--- src/rtl/llsc_unit_pkg.sv ---
// +----------------------------------------------------------------------+
// | llsc_unit_pkg                                                        |
// | Shared state encoding for the LL/SC MEM-stage resolver.              |
// | Revision: 1.0                                                        |
// +----------------------------------------------------------------------+
`default_nettype none

package llsc_unit_pkg;

    typedef enum logic [1:0] {
        LLSC_IDLE     = 2'd0,
        LLSC_SC_WRITE = 2'd1,
        LLSC_SC_DONE  = 2'd2
    } llsc_state_t;

endpackage

`default_nettype wire

--- src/rtl/llsc_link_tracker.sv ---
// +----------------------------------------------------------------------+
// | llsc_link_tracker                                                    |
// | Holds the LL link (valid + word address), snoop kill, LL priority.   |
// | Optional macro: LLSC_ADDR_CHECK_EN (store and compare link address). |
// | Revision: 1.0                                                        |
// +----------------------------------------------------------------------+
`default_nettype none

module llsc_link_tracker #(
    parameter int ADDR_W   = 32,
    parameter int LINK_LSB = 2
) (
    input  logic              clk,
    input  logic              rst,
    input  logic              i_set,
    input  logic              i_clear,
    input  logic              i_snoop_we,
    input  logic [ADDR_W-1:0] i_addr,
    input  logic [ADDR_W-1:0] i_snoop_addr,
    output logic              o_link_valid,
    output logic              o_addr_match
);

    logic r_link_valid;
    logic w_snoop_hit;

`ifdef LLSC_ADDR_CHECK_EN
    logic [ADDR_W-LINK_LSB-1:0] r_link_addr;
    logic                       w_unused_lsb;

    always_ff @(posedge clk) begin
        if (rst) begin
            r_link_addr <= '0;
        end else if (i_set) begin
            r_link_addr <= i_addr[ADDR_W-1:LINK_LSB];
        end
    end

    assign w_snoop_hit  = i_snoop_we && (i_snoop_addr[ADDR_W-1:LINK_LSB] == r_link_addr);
    assign o_addr_match = (i_addr[ADDR_W-1:LINK_LSB] == r_link_addr);
    assign w_unused_lsb = ^{i_addr[LINK_LSB-1:0], i_snoop_addr[LINK_LSB-1:0]};
`else
    logic w_unused_addr;

    // Without a stored address any foreign store is treated as hitting the link.
    assign w_snoop_hit   = i_snoop_we;
    assign o_addr_match  = 1'b1;
    assign w_unused_addr = ^{i_addr, i_snoop_addr};
`endif

    // A new LL wins over a coinciding snoop or clear.
    always_ff @(posedge clk) begin
        if (rst) begin
            r_link_valid <= 1'b0;
        end else if (i_set) begin
            r_link_valid <= 1'b1;
        end else if (i_clear || w_snoop_hit) begin
            r_link_valid <= 1'b0;
        end
    end

    assign o_link_valid = r_link_valid;

endmodule

`default_nettype wire

--- src/rtl/llsc_unit.sv ---
// +----------------------------------------------------------------------+
// | llsc_unit                                                            |
// | MEM-stage LL/SC resolver: SC decision, conditional store, stall.     |
// | Optional macro: LLSC_ADDR_CHECK_EN (address-checked link).           |
// | Revision: 1.0                                                        |
// +----------------------------------------------------------------------+
`default_nettype none

module llsc_unit
    import llsc_unit_pkg::*;
#(
    parameter int ADDR_W   = 32,
    parameter int DATA_W   = 32,
    parameter int LINK_LSB = 2
) (
    input  logic              clk,
    input  logic              rst,
    input  logic              flush,
    input  logic              is_ll,
    input  logic              is_sc,
    input  logic [ADDR_W-1:0] mem_addr,
    input  logic [DATA_W-1:0] sc_wdata,
    input  logic              llbit_i,
    input  logic              wb_llbit_we,
    input  logic              wb_llbit_value,
    input  logic              snoop_we,
    input  logic [ADDR_W-1:0] snoop_addr,
    output logic              bus_req,
    output logic [ADDR_W-1:0] bus_addr,
    output logic [DATA_W-1:0] bus_wdata,
    input  logic              bus_ack,
    output logic              llbit_we_o,
    output logic              llbit_value_o,
    output logic [DATA_W-1:0] sc_result_o,
    output logic              stallreq_o
);

    llsc_state_t       r_state;
    llsc_state_t       w_state_nxt;
    logic              r_flushed;
    logic              w_flushed_nxt;
    logic              r_bus_req;
    logic [ADDR_W-1:0] r_bus_addr;
    logic [DATA_W-1:0] r_bus_wdata;

    logic w_llbit_eff;
    logic w_link_valid;
    logic w_addr_match;
    logic w_sc_ok;
    logic w_link_set;
    logic w_link_clr;
    logic w_start;
    logic w_result;

    assign w_llbit_eff = wb_llbit_we ? wb_llbit_value : llbit_i;
    assign w_sc_ok     = w_llbit_eff && w_link_valid && w_addr_match;

    llsc_link_tracker #(
        .ADDR_W   (ADDR_W),
        .LINK_LSB (LINK_LSB)
    ) u_link_tracker (
        .clk          (clk),
        .rst          (rst),
        .i_set        (w_link_set),
        .i_clear      (w_link_clr),
        .i_snoop_we   (snoop_we),
        .i_addr       (mem_addr),
        .i_snoop_addr (snoop_addr),
        .o_link_valid (w_link_valid),
        .o_addr_match (w_addr_match)
    );

    always_comb begin
        w_state_nxt   = r_state;
        w_flushed_nxt = r_flushed;
        llbit_we_o    = 1'b0;
        llbit_value_o = 1'b0;
        w_result      = 1'b0;
        stallreq_o    = 1'b0;
        w_link_set    = 1'b0;
        w_link_clr    = 1'b0;
        w_start       = 1'b0;
        case (r_state)
            LLSC_IDLE: begin
                w_flushed_nxt = 1'b0;
                if (flush) begin
                    w_link_clr = 1'b1;
                end else if (is_sc) begin
                    if (w_sc_ok) begin
                        stallreq_o  = 1'b1;
                        w_start     = 1'b1;
                        w_state_nxt = LLSC_SC_WRITE;
                    end else begin
                        llbit_we_o = 1'b1;
                    end
                end else if (is_ll) begin
                    w_link_set    = 1'b1;
                    llbit_we_o    = 1'b1;
                    llbit_value_o = 1'b1;
                end
            end
            LLSC_SC_WRITE: begin
                // The store is already on the bus; a flush only cancels the result.
                stallreq_o = 1'b1;
                if (flush) begin
                    w_flushed_nxt = 1'b1;
                end
                if (bus_ack) begin
                    w_flushed_nxt = 1'b0;
                    w_state_nxt   = (r_flushed || flush) ? LLSC_IDLE : LLSC_SC_DONE;
                end
            end
            LLSC_SC_DONE: begin
                w_link_clr  = 1'b1;
                w_state_nxt = LLSC_IDLE;
                if (!flush) begin
                    llbit_we_o = 1'b1;
                    w_result   = 1'b1;
                end
            end
            default: begin
                w_state_nxt = LLSC_IDLE;
            end
        endcase
    end

    always_ff @(posedge clk) begin
        if (rst) begin
            r_state     <= LLSC_IDLE;
            r_flushed   <= 1'b0;
            r_bus_req   <= 1'b0;
            r_bus_addr  <= '0;
            r_bus_wdata <= '0;
        end else begin
            r_state   <= w_state_nxt;
            r_flushed <= w_flushed_nxt;
            if (w_start) begin
                r_bus_req   <= 1'b1;
                r_bus_addr  <= mem_addr;
                r_bus_wdata <= sc_wdata;
            end else if ((r_state == LLSC_SC_WRITE) && bus_ack) begin
                r_bus_req <= 1'b0;
            end
        end
    end

    assign bus_req     = r_bus_req;
    assign bus_addr    = r_bus_addr;
    assign bus_wdata   = r_bus_wdata;
    assign sc_result_o = {{(DATA_W-1){1'b0}}, w_result};

endmodule

`default_nettype wire

--- config.mk ---
export PLATFORM = sky130hd
export DESIGN_NAME = llsc_unit
export DESIGN_NICKNAME = d
export VERILOG_FILES = /design/src/rtl/llsc_unit_pkg.sv /design/src/rtl/llsc_link_tracker.sv /design/src/rtl/llsc_unit.sv
export SDC_FILE = /design/constraint.sdc
export NUM_CORES = 1
export LEC_CHECK = 0
export BUFFER_PORTS_ARGS = -buffer_cell sky130_fd_sc_hd__buf_4
export CAP_MARGIN = 20
export CELL_PAD_IN_SITES_DETAIL_PLACEMENT = 1
export CELL_PAD_IN_SITES_GLOBAL_PLACEMENT = 1
export CORE_MARGIN = 3
export CORE_UTILIZATION = 28
export DETAILED_ROUTE_END_ITERATION = 6
export PLACE_DENSITY_LB_ADDON = 0.1
export SYNTH_ARGS = -nofsm -noshare
export SYNTH_HDL_FRONTEND = slang
export SYNTH_SLANG_ARGS = --single-unit
--- constraint.sdc ---
create_clock -name clk -period 1.6 [get_ports clk]
set_clock_uncertainty 0.15 [all_clocks]
set_input_delay 0.08 -clock clk [delete_from_list [all_inputs] [get_ports clk]]
set_output_delay 0.08 -clock clk [all_outputs]
set_load 0.01 [all_outputs]
Word level (Yosys, flattened, before mapping)
Index checks and enable logic that the tools add are counted.
{ "word_totals": {"register_bits": 69, "out_inout_bits": 100, "in_bits": 106, "word_cells": 54} }
{ "classes": {"reduce_logical": 10, "eq_ne": 7, "muxes": 31} }
{ "op_table": {"columns": ["op", "n"], "rows": [
  ["$mux 1", 21],
  ["$mux 2", 5],
  ["$ne 2x2->1 const B", 4],
  ["$pmux 1 s2", 4],
  ["$reduce_bool 2->1", 3],
  ["$pmux 2 s2", 1],
  ["$reduce_and 4->1", 1],
  ["$ne 3x3->1 const B", 1],
  ["$eq 2x1->1 const B", 1],
  ["$eq 2x2->1 const B", 1],
  ["$logic_and 1x1->1", 2],
  ["$logic_not 2->1", 1],
  ["$logic_or 1x1->1", 2],
  ["$reduce_and 2->1", 1]
]} }

Depth between registers and ports, before layout
{ "logic_depth": {"depth_word": 7, "ltp_mapped": 5, "ltp_nobuf": 3} }

Hierarchy
A second synthesis with hierarchy kept.
{ "hier_totals": {"hier_cells": 344, "area_unflattened_um2": 3423.3} }
{ "by_module_without_submodules": {"columns": ["mod", "cells_per_inst", "seq_area_each_um2", "n_inst", "area_per_inst_um2"], "rows": [
  ["llsc_unit", 338, 1361.3, 1, 3374.5],
  ["llsc_link_tracker", 6, 20.0, 1, 48.8]
]} }

Worst setup path before layout
Ideal clock, no wire load.
{ "synth_timing": {"path_kind": "register to register", "startpoint": "register r_state[0]", "endpoint": "register r_bus_addr[10], in the netlist bus_addr[10]", "synth_period_minus_slack_ns": 1.671, "path_stages_with_launch": 6, "t_required_ns": 1.378, "n_path_buf": 2, "arrival_time_ns": 1.450, "path_slack_ns": -0.071, "setup_time_ns": 0.072, "cell_sequence": "dfxtp_1 > or3_4 > nor3_4 > buf_6 > buf_12 > mux2i_1"} }
{ "synth_via": {"elab_chain_cells": 2} }
{ "synth_lines": {"columns": ["element", "line", "source"], "rows": [
  ["from (decl)", "llsc_unit.sv:38", "llsc_state_t r_state;"],
  ["from (signal assigned)", "llsc_unit.sv:135", "r_state <= w_state_nxt;"],
  ["$logic_not 2->1", "llsc_unit.sv:83", "case (r_state)"],
  ["$mux 1", "llsc_unit.sv:83", null],
  ["to (signal assigned)", "llsc_unit.sv:139", "r_bus_addr <= mem_addr;"],
  ["to (decl)", "llsc_unit.sv:43", "logic [ADDR_W-1:0] r_bus_addr;"]
]} }
Every way passes these cells.
A chain may end at the register's enable or synchronous reset.

Final worst setup path
{ "layout_timing": {"startpoint": "register r_state[1]", "endpoint": "output port stallreq_o"} }
{ "layout_via": {"elab_chain_cells": 2, "word_cells_on_any_way": 3, "cone_classes": "eq/ne: 1; mux: 1; reduce/logical: 1"} }
{ "layout_lines": {"columns": ["element", "line", "source"], "rows": [
  ["$eq 2x1->1 or $logic_not 2->1 (tied branches)", "llsc_unit.sv:83", null],
  ["$pmux 1 s2 *", "llsc_unit.sv:83", null],
  ["to (decl)", "llsc_unit.sv:35", "output logic stallreq_o"]
]} }
Mark *: on every way between the ends. The rest lies on a longest branch, timed or not.

==> impl_summary.log <==
[metrics] cell internal pwr: 0.00323 W
[metrics] unrepaired setup endpoints after global routing: yes
[metrics] antenna-violating nets left: 0
[metrics] source-to-sink clock delay at the later pin of the worst-skew pair: approximately 0.33 ns
[metrics] number of port buffers: 142
[metrics] detailed placer's ending HPWL: 6.35 mm
[metrics] total routing resource utilization after global routing: 14.5%
[metrics] Diodes inserted: 0
[metrics] clock network fraction of total power: 45.4%
[metrics] overall die width: around 120 um
[metrics] failing checks: setup timing
[metrics] switching power: 0.000898 W
[metrics] area of the die: ~14000 sq um
[metrics] setup-violating endpoint count in the final report: 61
[metrics] sequential fraction of design power: a little over two fifths
[metrics] number of standard cells after synthesis: around 340
[metrics] cell at the root of the clock tree: clkbuf_16
[metrics] largest voltage drop on the vdd net: roughly 0.66 mV
[metrics] Bufs on Longest Clock Path: 2
[metrics] Reg-to-Reg Start: r_state[1]
[metrics] clock period minus final worst setup slack: around 1.8 ns
[metrics] CTS tree: done
[metrics] height of the chip: roughly 120 um
[metrics] worst min-delay path class: in -> reg
[metrics] total number of vias: 2946
[metrics] share of async-settable or async-resettable flops after synthesis: 0%
[metrics] number of synthesized flops with an enable pin: 0
[metrics] Syn Area/Cell: roughly 10 sq um
[metrics] register area: about 1400 sq um
[metrics] site row count: 39
[metrics] sinks on the clock net: 69
[metrics] boundary pin count: between 200 and 250
[metrics] endpoint with the worst hold slack: bus_req
[metrics] number of cells on the worst hold path: 3
[metrics] power share of the combinational group: between 10% and 20%
[metrics] FF+latch count, synth: 69
[metrics] flop-to-flop setup slack: -0.15 ns
[metrics] highest cell delay on the worst timing path: between 0.3 and 0.4 ns
[metrics] Max stage delay cell, worst path: or3_4
[metrics] hold slack final: between 0.02 and 0.025 ns
[metrics] Overflow after GRT: 0
[metrics] cell area reported after detailed placement: around 4500 sq um
[metrics] Worst Path Arrival: about 1.6 ns
[metrics] maximum fanout encountered on the critical timing path: 2
[metrics] highest-count cells in the layout ignoring fill and taps: buf_4, nand2b_1, dfxtp_1, dlygate4sd3_1, mux2i_1
[metrics] Core Box Area: about 12000 sq um
[metrics] final weighted congestion in routability-driven placement: slightly above 0.7
[metrics] biggest area contributors in the synthesized netlist: dfxtp_1, nand2b_1, mux2i_1
[metrics] Yosys warning total: 0
[metrics] Worst Hold Launch: rst
[metrics] CP Data Required Time: approximately 1.4 ns
[metrics] cell accounting for the most synthesized area: dfxtp_1
[metrics] status: complete, but fails checks
[metrics] pin count of the biggest net entering global routing: between 80 and 90
[metrics] post-synthesis to final-layout area growth: 66.6%
[metrics] area occupied by multi-input gates: between 1500 and 2000 sq um
[metrics] number of DRC violations after detailed routing: 0
[metrics] kind of end point of the critical path: output port
[metrics] Worst Setup Start Kind: flop
[metrics] CP cell instances: or3_4 -> nor3_4 -> buf_6 -> buf_6 -> a21o_1 -> buf_6
[metrics] post-route clock period utilization: 113%
[metrics] worst reg2reg endpoint: bus_wdata[12]
[metrics] number of global-route vias before repair: roughly 3000
[metrics] Unique masters post-synth: 25
[metrics] total design power: 0.00413 W
[metrics] cell leakage power: 2.40 nW
[metrics] Fill cells: between 1000 and 1500
[metrics] sum of negative setup slack: -4.85 ns
[metrics] Placed Instances: roughly 610
[metrics] layout net count: roughly 660
[metrics] upper clock frequency limit: 0.556 GHz
[metrics] Synth Flop Type: dfxtp_1
[metrics] number of buffers inserted during clock tree synthesis: 9
[metrics] initial antenna violation count: 0
[metrics] Pins Over Slew Limit: 0
[metrics] worst setup slack after layout: -0.200 ns
[metrics] reg2reg path depth: 7
[metrics] post-synthesis sequential area ratio: between 40% and 50%
[metrics] vias per inst: approximately 4.2
[metrics] effective utilization at floorplan: ~29%
[metrics] area of the mapped netlist: roughly 3400 sq um
[metrics] final-report hold violation count: 0
[metrics] Routed wire per std cell: 13.9 um
[metrics] most numerous cell on the critical path: buf_6
[metrics] net switching fraction of the power: between 20% and 30%
[metrics] share of post-route cells with drive strength above 1: between 30% and 40%
[metrics] Post-Route WL: just under 10 mm
[metrics] number of DRC markers in iteration 0: 83
[metrics] critical path class: reg -> out
[metrics] first-pass GRT wire length: approximately 15 mm
[metrics] number of maximum-capacitance constraint violations: 0
[metrics] most common cell after layout, fill and taps aside: buf_4
[metrics] first drt pass iteration count: 4
[metrics] number of levels in the clock H-tree: 3
[metrics] Synth top area share: 40.6%
[metrics] areal power density over the cells: approximately 730 nW/um^2
[metrics] post-layout instance count excluding filler cells: between 700 and 800
[metrics] final non-filler cell area: around 5700 sq um
[metrics] clock-pin slew on the worst setup and hold paths: ~0.05 ns
==> layout make-up <==
| type | instances | share of cell area (%) |
|---|---|---|
| clock inverters | 1 | 0.0883 |
| repair buffers | 231 | 36.9 |
| clock buffers | 14 | 4.84 |
| multi-input cells | 245 | 30.4 |
| inverters | 2 | 0.133 |
| flip-flops and latches | 69 | 24.4 |
| well taps | 143 | 3.16 |
==> power by group through the flow <==
stage	registers [W]	logic [W]	clock network, W
floorplan	0.00177	0.000233	0
global placement	0.00177	0.000364	0
detailed placement	0.00177	0.000372	0
CTS	0.00173	0.000516	0.00197
global route	0.00173	0.000570	0.00205
finish	0.00173	0.000521	0.00188
==> cells by family (layout without fill, tap and decap cells) <==
kind of cell,Yosys count,in the layout,share of synthesized area (%)
simple gates,140,140,26.1
buf+inv,55,248,12.3
mux,65,65,19.1
other cells,1,31,0.110
flops,69,69,40.6
compound gates,9,9,1.73
==> synthesized netlist by cell type (2+ instances only) <==
| master | n |
|---|---|
| buf_12 | 5 |
| nand2b_1 | 128 |
| nand2_1 | 2 |
| inv_1 | 2 |
| buf_4 | 33 |
| nor3_1 | 2 |
| clkbuf_1 | 14 |
| dfxtp_1 | 69 |
| a21oi_1 | 4 |
| mux2i_1 | 65 |
==> through the flow <==
stage / setup WS (ns) / utilization [%]
finish: -0.200 / 48.6
global route: -0.258 / 48.6
CTS: -0.264 / 48.1
detailed placement: -0.0310 / 38.8
global placement: -0.00333 / 38.8
floorplan: 0.0131 / -
==> what timing repair did <==
action	CTS	global route
hold buffers	66	0
pin swaps	3	1
cloned	3	1
setup endpoints to repair	40	70
gates resized for setup	5	4
buffers inserted	6	1
endpoints found under the hold margin	68	0
==> layer usage <==
metal,GRT usage [%],up-vias,share of wire (%)
li1,-,1467,-
met1,15.2,1377,39
met2,26.2,96,53
met3,6.48,6,7.0
met4,4.02,0,0.94
met5,0,-,0
==> sequential cells by signal, indices dropped and copies added, names as in the netlist <==
register	cells
bus_addr	32
bus_req	1
bus_wdata	32
r_flushed	1
r_state	2
u_link_tracker.o_link_valid	1
==> how the worst max path moves through the flow <==
stage | startpoint | endpoint | slack [ns] | cells after the start
floorplan | r_state[1] | bus_addr[10] | 0.01 | 5
global route | r_state[1] | stallreq_o | -0.26 | 6
detailed placement | r_state[1] | bus_addr[0] | -0.03 | 5
finish | r_state[1] | stallreq_o | -0.20 | 6
global placement | r_state[1] | bus_addr[24] | -0.003 | 5
CTS | r_state[1] | stallreq_o | -0.26 | 6
==> critical path: cells and delay by family, from the launching register on <==
family / cells / cell delay, ns
compound gates: 1 / 0.09
buf+inv: 3 / 0.32
flops: 1 / 0.32
simple gates: 2 / 0.52
Note: power is estimated with default switching activity, not from simulation.
